### src/rtl/multdiv_issue_pkg.sv
// Shared definitions for the multdiv issue front end: FSM states, rstatus codes
// and the ALU-op encodings used to remember which operation is in flight.
package multdiv_issue_pkg;

  typedef enum logic [1:0] {
    IDLE  = 2'd0,
    START = 2'd1,
    WAIT  = 2'd2,
    DONE  = 2'd3
  } md_state_t;

  localparam logic [31:0] RSTATUS_MULT = 32'd4;
  localparam logic [31:0] RSTATUS_DIV  = 32'd5;

  localparam logic [4:0] ALUOP_MUL = 5'b00110;
  localparam logic [4:0] ALUOP_DIV = 5'b00111;

  function automatic logic [4:0] md_aluop(input logic is_mult);
    return is_mult ? ALUOP_MUL : ALUOP_DIV;
  endfunction

  function automatic logic [31:0] md_rstatus(input logic exc, input logic is_mult);
    if (!exc) return 32'd0;
    return is_mult ? RSTATUS_MULT : RSTATUS_DIV;
  endfunction

endpackage

### src/rtl/multdiv_issue_register.sv
// Generic enabled register with asynchronous active-low clear, used for the
// operand and writeback latches.
module md_register #(
  parameter int W = 32
) (
  input  logic         clock,
  input  logic         ctrl_reset_n,
  input  logic         en,
  input  logic [W-1:0] d,
  output logic [W-1:0] q
);

  always_ff @(posedge clock or negedge ctrl_reset_n) begin
    if (!ctrl_reset_n) q <= '0;
    else if (en)       q <= d;
  end

endmodule

### src/rtl/multdiv_issue_wait_counter.sv
// Up counter bounding how long the front end waits on multdiv; tc flags the
// last permitted wait cycle.
module md_wait_counter #(
  parameter int               CNT_W = 7,
  parameter logic [CNT_W-1:0] TC    = '1
) (
  input  logic clock,
  input  logic ctrl_reset_n,
  input  logic clr,
  input  logic en,
  output logic tc
);

  logic [CNT_W-1:0] count_reg;

  always_ff @(posedge clock or negedge ctrl_reset_n) begin
    if (!ctrl_reset_n) count_reg <= '0;
    else if (clr)      count_reg <= '0;
    else if (en)       count_reg <= count_reg + CNT_W'(1);
  end

  assign tc = (count_reg == TC);

endmodule

### src/rtl/multdiv_issue.sv
// Execute-stage issue logic for multdiv: latches one mul/div, pulses start,
// stalls until ready or timeout, then presents a single writeback beat.
module multdiv_issue
  import multdiv_issue_pkg::*;
#(
  parameter int TIMEOUT = 64,
  parameter int CNT_W   = 7
) (
  input  logic        clock,
  input  logic        ctrl_reset_n,
  input  logic        in_valid,
  input  logic        in_is_mult,
  input  logic        in_is_div,
  input  logic [31:0] in_opA,
  input  logic [31:0] in_opB,
  input  logic [4:0]  in_rd,
  input  logic        flush,
  output logic        md_ctrl_MULT,
  output logic        md_ctrl_DIV,
  output logic [31:0] md_operandA,
  output logic [31:0] md_operandB,
  input  logic [31:0] md_result,
  input  logic        md_exception,
  input  logic        md_resultRDY,
  output logic        stall,
  output logic        wb_valid,
  output logic [4:0]  wb_rd,
  output logic [31:0] wb_data,
  output logic        wb_exception,
  output logic [31:0] wb_rstatus
);

  localparam logic [CNT_W-1:0] WAIT_TC = CNT_W'(TIMEOUT - 1);

  md_state_t   state_reg, state_next;
  logic        accept, capture, cnt_tc, is_mult_lat;
  logic [4:0]  aluop_lat, rd_lat;
  logic [31:0] cap_data, cap_rstatus;
  logic        cap_exc;

  // Gating with reset keeps stall low while reset is held.
  assign accept  = ctrl_reset_n & in_valid & (in_is_mult ^ in_is_div) & !flush
                   & (state_reg == IDLE);
  // Ready only counts in WAIT; flush beats both ready and timeout.
  assign capture = (state_reg == WAIT) & !flush & (md_resultRDY | cnt_tc);

  assign cap_data    = md_resultRDY ? md_result : 32'd0;
  assign cap_exc     = md_resultRDY ? md_exception : 1'b1;
  assign is_mult_lat = (aluop_lat == ALUOP_MUL);
  assign cap_rstatus = md_rstatus(cap_exc, is_mult_lat);

  always_ff @(posedge clock or negedge ctrl_reset_n) begin
    if (!ctrl_reset_n) state_reg <= IDLE;
    else               state_reg <= state_next;
  end

  always_comb begin
    state_next   = state_reg;
    md_ctrl_MULT = 1'b0;
    md_ctrl_DIV  = 1'b0;
    wb_valid     = 1'b0;
    stall        = accept;
    case (state_reg)
      IDLE:  if (accept) state_next = START;
      START: begin
        md_ctrl_MULT = is_mult_lat & !flush;
        md_ctrl_DIV  = !is_mult_lat & !flush;
        stall        = 1'b1;
        state_next   = WAIT;
      end
      WAIT: begin
        stall = 1'b1;
        if (capture) state_next = DONE;
      end
      DONE: begin
        wb_valid   = 1'b1;
        state_next = IDLE;
      end
      default: state_next = IDLE;
    endcase
    if (flush) begin
      state_next = IDLE;
      wb_valid   = 1'b0;
    end
  end

  md_wait_counter #(.CNT_W(CNT_W), .TC(WAIT_TC)) u_wait_counter (
    .clock        (clock),
    .ctrl_reset_n (ctrl_reset_n),
    .clr          (state_reg == START),
    .en           (state_reg == WAIT),
    .tc           (cnt_tc)
  );

  md_register #(.W(32)) u_op_a (.clock(clock), .ctrl_reset_n(ctrl_reset_n), .en(accept), .d(in_opA), .q(md_operandA));
  md_register #(.W(32)) u_op_b (.clock(clock), .ctrl_reset_n(ctrl_reset_n), .en(accept), .d(in_opB), .q(md_operandB));
  md_register #(.W(5))  u_rd   (.clock(clock), .ctrl_reset_n(ctrl_reset_n), .en(accept), .d(in_rd), .q(rd_lat));
  md_register #(.W(5))  u_op   (.clock(clock), .ctrl_reset_n(ctrl_reset_n), .en(accept), .d(md_aluop(in_is_mult)), .q(aluop_lat));

  // Writeback fields hold their values until the next completion.
  md_register #(.W(32)) u_wb_data (.clock(clock), .ctrl_reset_n(ctrl_reset_n), .en(capture), .d(cap_data), .q(wb_data));
  md_register #(.W(1))  u_wb_exc  (.clock(clock), .ctrl_reset_n(ctrl_reset_n), .en(capture), .d(cap_exc), .q(wb_exception));
  md_register #(.W(32)) u_wb_rs   (.clock(clock), .ctrl_reset_n(ctrl_reset_n), .en(capture), .d(cap_rstatus), .q(wb_rstatus));
  md_register #(.W(5))  u_wb_rd   (.clock(clock), .ctrl_reset_n(ctrl_reset_n), .en(capture), .d(rd_lat), .q(wb_rd));

endmodule

### config.mk
export PLATFORM = sky130hd
export DESIGN_NAME = multdiv_issue
export DESIGN_NICKNAME = d
export VERILOG_FILES = /design/src/rtl/multdiv_issue_pkg.sv /design/src/rtl/multdiv_issue_register.sv /design/src/rtl/multdiv_issue_wait_counter.sv /design/src/rtl/multdiv_issue.sv
export SDC_FILE = /design/constraint.sdc
export NUM_CORES = 1
export LEC_CHECK = 0
export ABC_AREA = 0
export CORE_ASPECT_RATIO = 1.5
export CORE_MARGIN = 10
export CORE_UTILIZATION = 40
export DETAILED_ROUTE_END_ITERATION = 7
export GPL_TIMING_DRIVEN = 0
export PLACE_DENSITY = 0.8
export SLEW_MARGIN = 20
export SYNTH_ARGS = -nofsm -noshare
export SYNTH_HDL_FRONTEND = slang
export SYNTH_SLANG_ARGS = --single-unit
### constraint.sdc
create_clock -name clock -period 2.75 [get_ports clock]
set_clock_uncertainty 0.15 [all_clocks]
set_input_delay 0.4125 -clock clock [delete_from_list [all_inputs] [get_ports clock]]
set_output_delay 0.4125 -clock clock [all_outputs]
set_load 0.01 [all_outputs]
Yosys cells after proc, flatten, opt, wreduce, memory -nomap -nowiden
Cells that the tools add are included.
{"block": "op_classes", "n_reduce_logical": 6, "eq_ne": 7, "n_addsub": 1, "n_bitwise": 10, "muxes": 16}
{"cell": "32-bit 2-to-1 mux", "n": 1}
{"cell": "7-bit 2-to-1 mux", "n": 2}
{"cell": "1-bit AND", "n": 8}
{"cell": "1-bit 2-to-1 mux", "n": 8}
{"cell": "2-bit case mux with 4 select lines", "n": 1}
{"cell": "7-bit by 1-bit adder with 7-bit output (second input constant)", "n": 1}
{"cell": "7-bit by 6-bit equality test with 1-bit output (second input constant)", "n": 1}
{"cell": "2-bit 2-to-1 mux", "n": 3}
{"cell": "3-bit != test (second input constant)", "n": 2}
{"cell": "5-bit by 3-bit equality test with 1-bit output (second input constant)", "n": 1}
{"cell": "2-bit equality test (second input constant)", "n": 2}
{"cell": "3-bit 2-to-1 mux", "n": 1}
{"cell": "2-bit by 1-bit equality test with 1-bit output (second input constant)", "n": 1}
{"cell": "1-bit logical NOT", "n": 2}
{"cell": "2-bit logical NOT", "n": 1}
{"cell": "2-bit AND reduction", "n": 1}
{"cell": "2-bit nonzero test", "n": 1}
{"cell": "2-bit OR reduction", "n": 1}
{"cell": "1-bit OR", "n": 1}
{"cell": "1-bit XOR", "n": 1}
{"block": "totals", "regBits": 153, "inputBits": 109}

Longest topological paths before layout
{"block": "depth", "depth_word": 7, "ltp_mapped": 7, "ltp_nobuf": 6}

Cells and area by module
From an unflattened synthesis, not the netlist that was laid out.
{"block": "unflattened", "cells_unflattened": 406, "hier_area_um2": 6804.0}
{"module": "md_register at u_op_a ...", "instances": 4, "seq_area_each_um2": 800.8, "cells_each": 68, "area_per_inst_um2": 1345.0}
{"module": "md_register at u_op ...", "instances": 3, "seq_area_each_um2": 125.1, "cells_each": 10, "area_per_inst_um2": 181.4}
{"module": "multdiv_issue", "instances": 1, "seq_area_each_um2": 50.0, "cells_each": 72, "area_per_inst_um2": 515.5}
{"module": "md_wait_counter", "instances": 1, "seq_area_each_um2": 175.2, "cells_each": 30, "area_per_inst_um2": 324.1}
{"module": "md_register at u_wb_exc", "instances": 1, "seq_area_each_um2": 25.0, "cells_each": 2, "area_per_inst_um2": 40.0}

Worst setup path before layout
Ideal clock, no wire load.
{"block": "synth_path", "path_type": "register to output", "start": "register state_reg[0]", "end": "output port stall", "path_buffers": 1, "path_slack_ps": 753, "path_stages_with_launch": 7, "arrival_time_ps": 1434, "path_cell_list": "dfrtp_1 -> inv_1 -> ha_1 -> inv_1 -> nor3_4 -> buf_6 -> or2_2"}
{"block": "synth_between", "elab_chain_len": 3, "word_cells_on_any_way": 6}
{"item": "start: declaration", "line_no": "multdiv_issue.sv:35", "text": "md_state_t state_reg, state_next;"}
{"item": "start signal: assignment", "line_no": "multdiv_issue.sv:54", "text": "else state_reg <= state_next;"}
{"item": "2-bit equality test, or another cell as far along", "line_no": "multdiv_issue.sv:63", "text": "case (state_reg)"}
{"item": "2-bit OR reduction (no line) / 1-bit AND (equally long branches)"}
{"item": "1-bit 2-to-1 mux (*)", "line_no": "multdiv_issue.sv:63"}
{"item": "end: declaration", "line_no": "multdiv_issue.sv:25", "text": "output logic stall,"}
Every way passes the cells marked *; elsewhere a longest branch is shown, timed or not.

Worst setup path after layout
{"block": "layout_path", "start": "input port ctrl_reset_n", "end": "output port stall"}
{"block": "layout_between", "elab_chain_len": 5}
{"item": "start: declaration", "line_no": "multdiv_issue.sv:10", "text": "input logic ctrl_reset_n,"}
{"item": "1-bit AND (3 in a row)", "line_no": "multdiv_issue.sv:42", "text": "assign accept = ctrl_reset_n & in_valid & (in_is_mult ^ in_is_div) & !flush"}
{"item": "1-bit AND", "line_no": "multdiv_issue.sv:43", "text": "& (state_reg == IDLE);"}
{"item": "1-bit 2-to-1 mux", "line_no": "multdiv_issue.sv:63"}
No other way between the ends.

==> results.tsv <==
stage	metric	value	unit
finish	final_nets	728	
yosys	async_flop_share	1.000	
clock_network	clkTransAtPathRegs	50	ps
critical_path	critPathKind	primary input to output port	
yosys	synth.area.top_cells	dfrtp_1 61%, mux2_2 16%, a22o_1 5.7%	
clock_network	clkSinkCount	119	
worst_hold_path	min_path_cells	1	
route	drc_errors	0	
sta	finalHoldViolCount	0	
worst_hold_path	min_from	u_op_b.q[17]	
critical_path	ff2ff_path_depth	7	
critical_path	cp-start-kind	primary input	
clock_network	cts_tree	yes	
floorplan	die_w	110.4	um
clock_network	clk_latency	400	ps
finish	final_cell_mix	214 x clkdlybuf4s50_1, 119 x dfrtp_1, 70 x mux2_2, 33 x buf_4, 32 x a22o_1	
route	firstDrtPassIters	4	
sta	rsz0062_at_grt	no	
yosys	syn_area_per_cell	14.37	um2
placement	hpwlAfterDp	11.71	mm
grt	antenna_found_initial	1	
yosys	synth_warnings	0	
yosys	syn_inst	341	
clock_network	cts_buffers	17	
sta	drv_slew	0	
finish	layout-drive-gt1-share	0.2464	
floorplan	die_y	155.6	um
pwr	power_density	1102	nW/um2
route	avgRoutedWirePerCell	19.96	um
yosys	synthesis.area	4901	um2
pwr	peakVddDrop	0.6262	mV
worst_hold_path	hold_path.class	flip-flop to flip-flop	
status	status	finished clean	
yosys	synth_edf_count	0	
job	maxCapViolCount	0	
placement	portBuffers	216	
clock_network	cts.path.max_buffers	2	
route	drt_iter0_markers	58	
route	vias_per_cell	4.775	
placement	place_inst	740	
floorplan	std_cell_rows	49	
critical_path	crit_start	ctrl_reset_n	
yosys	synthFlopType	dfrtp_1	
finish	final_common_cell	clkdlybuf4s50_1	
sta	max_freq	371.7	MHz
yosys	post-synth-top-area-cell	dfrtp_1	
placement	place_congestion	0.8190	
grt	track_usage	0.1768	
finish	areaGrowthSynthToFinish	66.15	%
route	num_vias	3720	
yosys	synth_seq_area_share	0.6076	
route	ant_nets	0	
sta	fin_crit_sh	0.9782	
finish	layoutNonFillerInstCount	779	
critical_path	crit_fanout	3	
critical_path	arrival	2130	ps
clock_network	cts_max_level	4	
yosys	synthDominantCellAreaShare	0.6076	
grt	grt_overflow	0	
grt	grt_max_degree	50	
critical_path	cp.required	2190	ps
floorplan	die_area	17170	um2
yosys	synth_seq_cells	119	
sta	fin_setup_tns	0	ps
sta	finalCriticalPeriod	2690	ps
sta	setup_violations	0	
clock_network	root_buffer	clkbuf_16	
route	wl	15.55	mm
floorplan	core-area	12020	um2
yosys	ys_types	35	
pwr	leakage	3.653	nW
critical_path	cp-end-kind	output port	
finish	fillers	883	
floorplan	start_util	0.4079	
critical_path	timing.rr.start	u_wait_counter.count_reg[0]	
finish	top_regs	u_op_a.q x32, u_op_b.q x32, u_wb_data.q x32	
grt	grt_pass1_wl	22.78	mm
grt	grt_pass1_vias	4076	
floorplan	boundaryPins	247	
==> path summary, 6_finish.rpt <==
path | endpoint | slack (ps)
max | stall | 60
min | u_op_b.q[17] | 330
max reg2reg | u_wb_data.q[25] | 520
min reg2reg | u_op_b.q[17] | 330
max in group asynchronous | u_wb_data.q[14] | 1060
min in group asynchronous | u_wb_data.q[1] | 530
==> where the power goes <==
part           total (W)  leakage [nW]  internal [W]  switching, W
Sequential       0.00312          1.46       0.00262      0.000503
Clock            0.00221         0.285       0.00144      0.000772
Combinational    0.00364          1.91       0.00223       0.00141
==> layout make-up <==
cell class,instances,area (um2),area share
multi-input combinational,195,1659,0.2037
clock inverter,12,153.9,0.01890
sequential,119,2978,0.3657
timing repair buffer,225,2336,0.2869
inverter,9,33.78,0.004149
buffer,46,345.3,0.04241
tap,153,191.4,0.02351
antenna,1,2.502,0.0003073
clock buffer,19,442.9,0.05439
==> stage by stage <==
step | total power [W] | hold slack (ps) | worst slack [ps] | instance area (um2) | util
floorplan | 0.004544 | -33.09 | 753.2 | 5010 | -
global placement | 0.006619 | 318.2 | -4808 | 7363 | 0.6128
detailed placement | 0.006760 | 236.2 | -706.6 | 7392 | 0.6152
CTS | 0.009054 | 336.7 | 58.81 | 8138 | 0.6772
global route | 0.009434 | 356.1 | 20.22 | 8143 | 0.6776
finish | 0.008971 | 332.0 | 59.88 | 8143 | 0.6776
==> kinds of logic after synthesis <==
kind of cell	share of synthesized area
other cells	0.0007652
xor+xnor	0.005362
simple gates	0.03370
compound gates	0.07838
mux	0.1808
buf+inv	0.07812
fa+ha+maj	0.01532
flops	0.6076
==> synthesized netlist by cell type, types with 3 or more instances <==
library cell,instances
a21oi_1,6
a22o_1,32
buf_2,3
buf_4,31
buf_6,7
clkbuf_1,6
dfrtp_1,119
ha_1,6
inv_1,9
mux2_1,6
mux2_2,70
mux2i_1,3
nand2_1,3
nand2b_1,3
nor2_1,6
nor2b_1,4
o21ai_0,3
o22ai_1,3
==> critical path, stage by stage <==
cell	delay, ps
dlygate4sd3_1	560
buf_8	150
buf_16	130
nand3_1	120
nor3_4	60
buf_6	120
or2_2	270
dlygate4sd2_1	290
==> timing repair <==
action                     4_1_cts  5_1_grt
hold buffers                     5        0
pin swaps                        2        0
gates cloned                     1        0
resized for setup                3        1
setup endpoints to repair        1        2
hold endpoints to repair        49        0
buffers inserted                 2        0
==> per-layer routing <==
layer | track usage | up-vias | part of all wire
met4 | 0.08042 | 0 | 0.029
met2 | 0.3356 | 151 | 0.57
met1 | 0.1588 | 1849 | 0.32
met5 | 0 | - | 0
met3 | 0.06079 | 29 | 0.080
li1 | - | 1691 | -
Power figures use the tool's default switching activity.
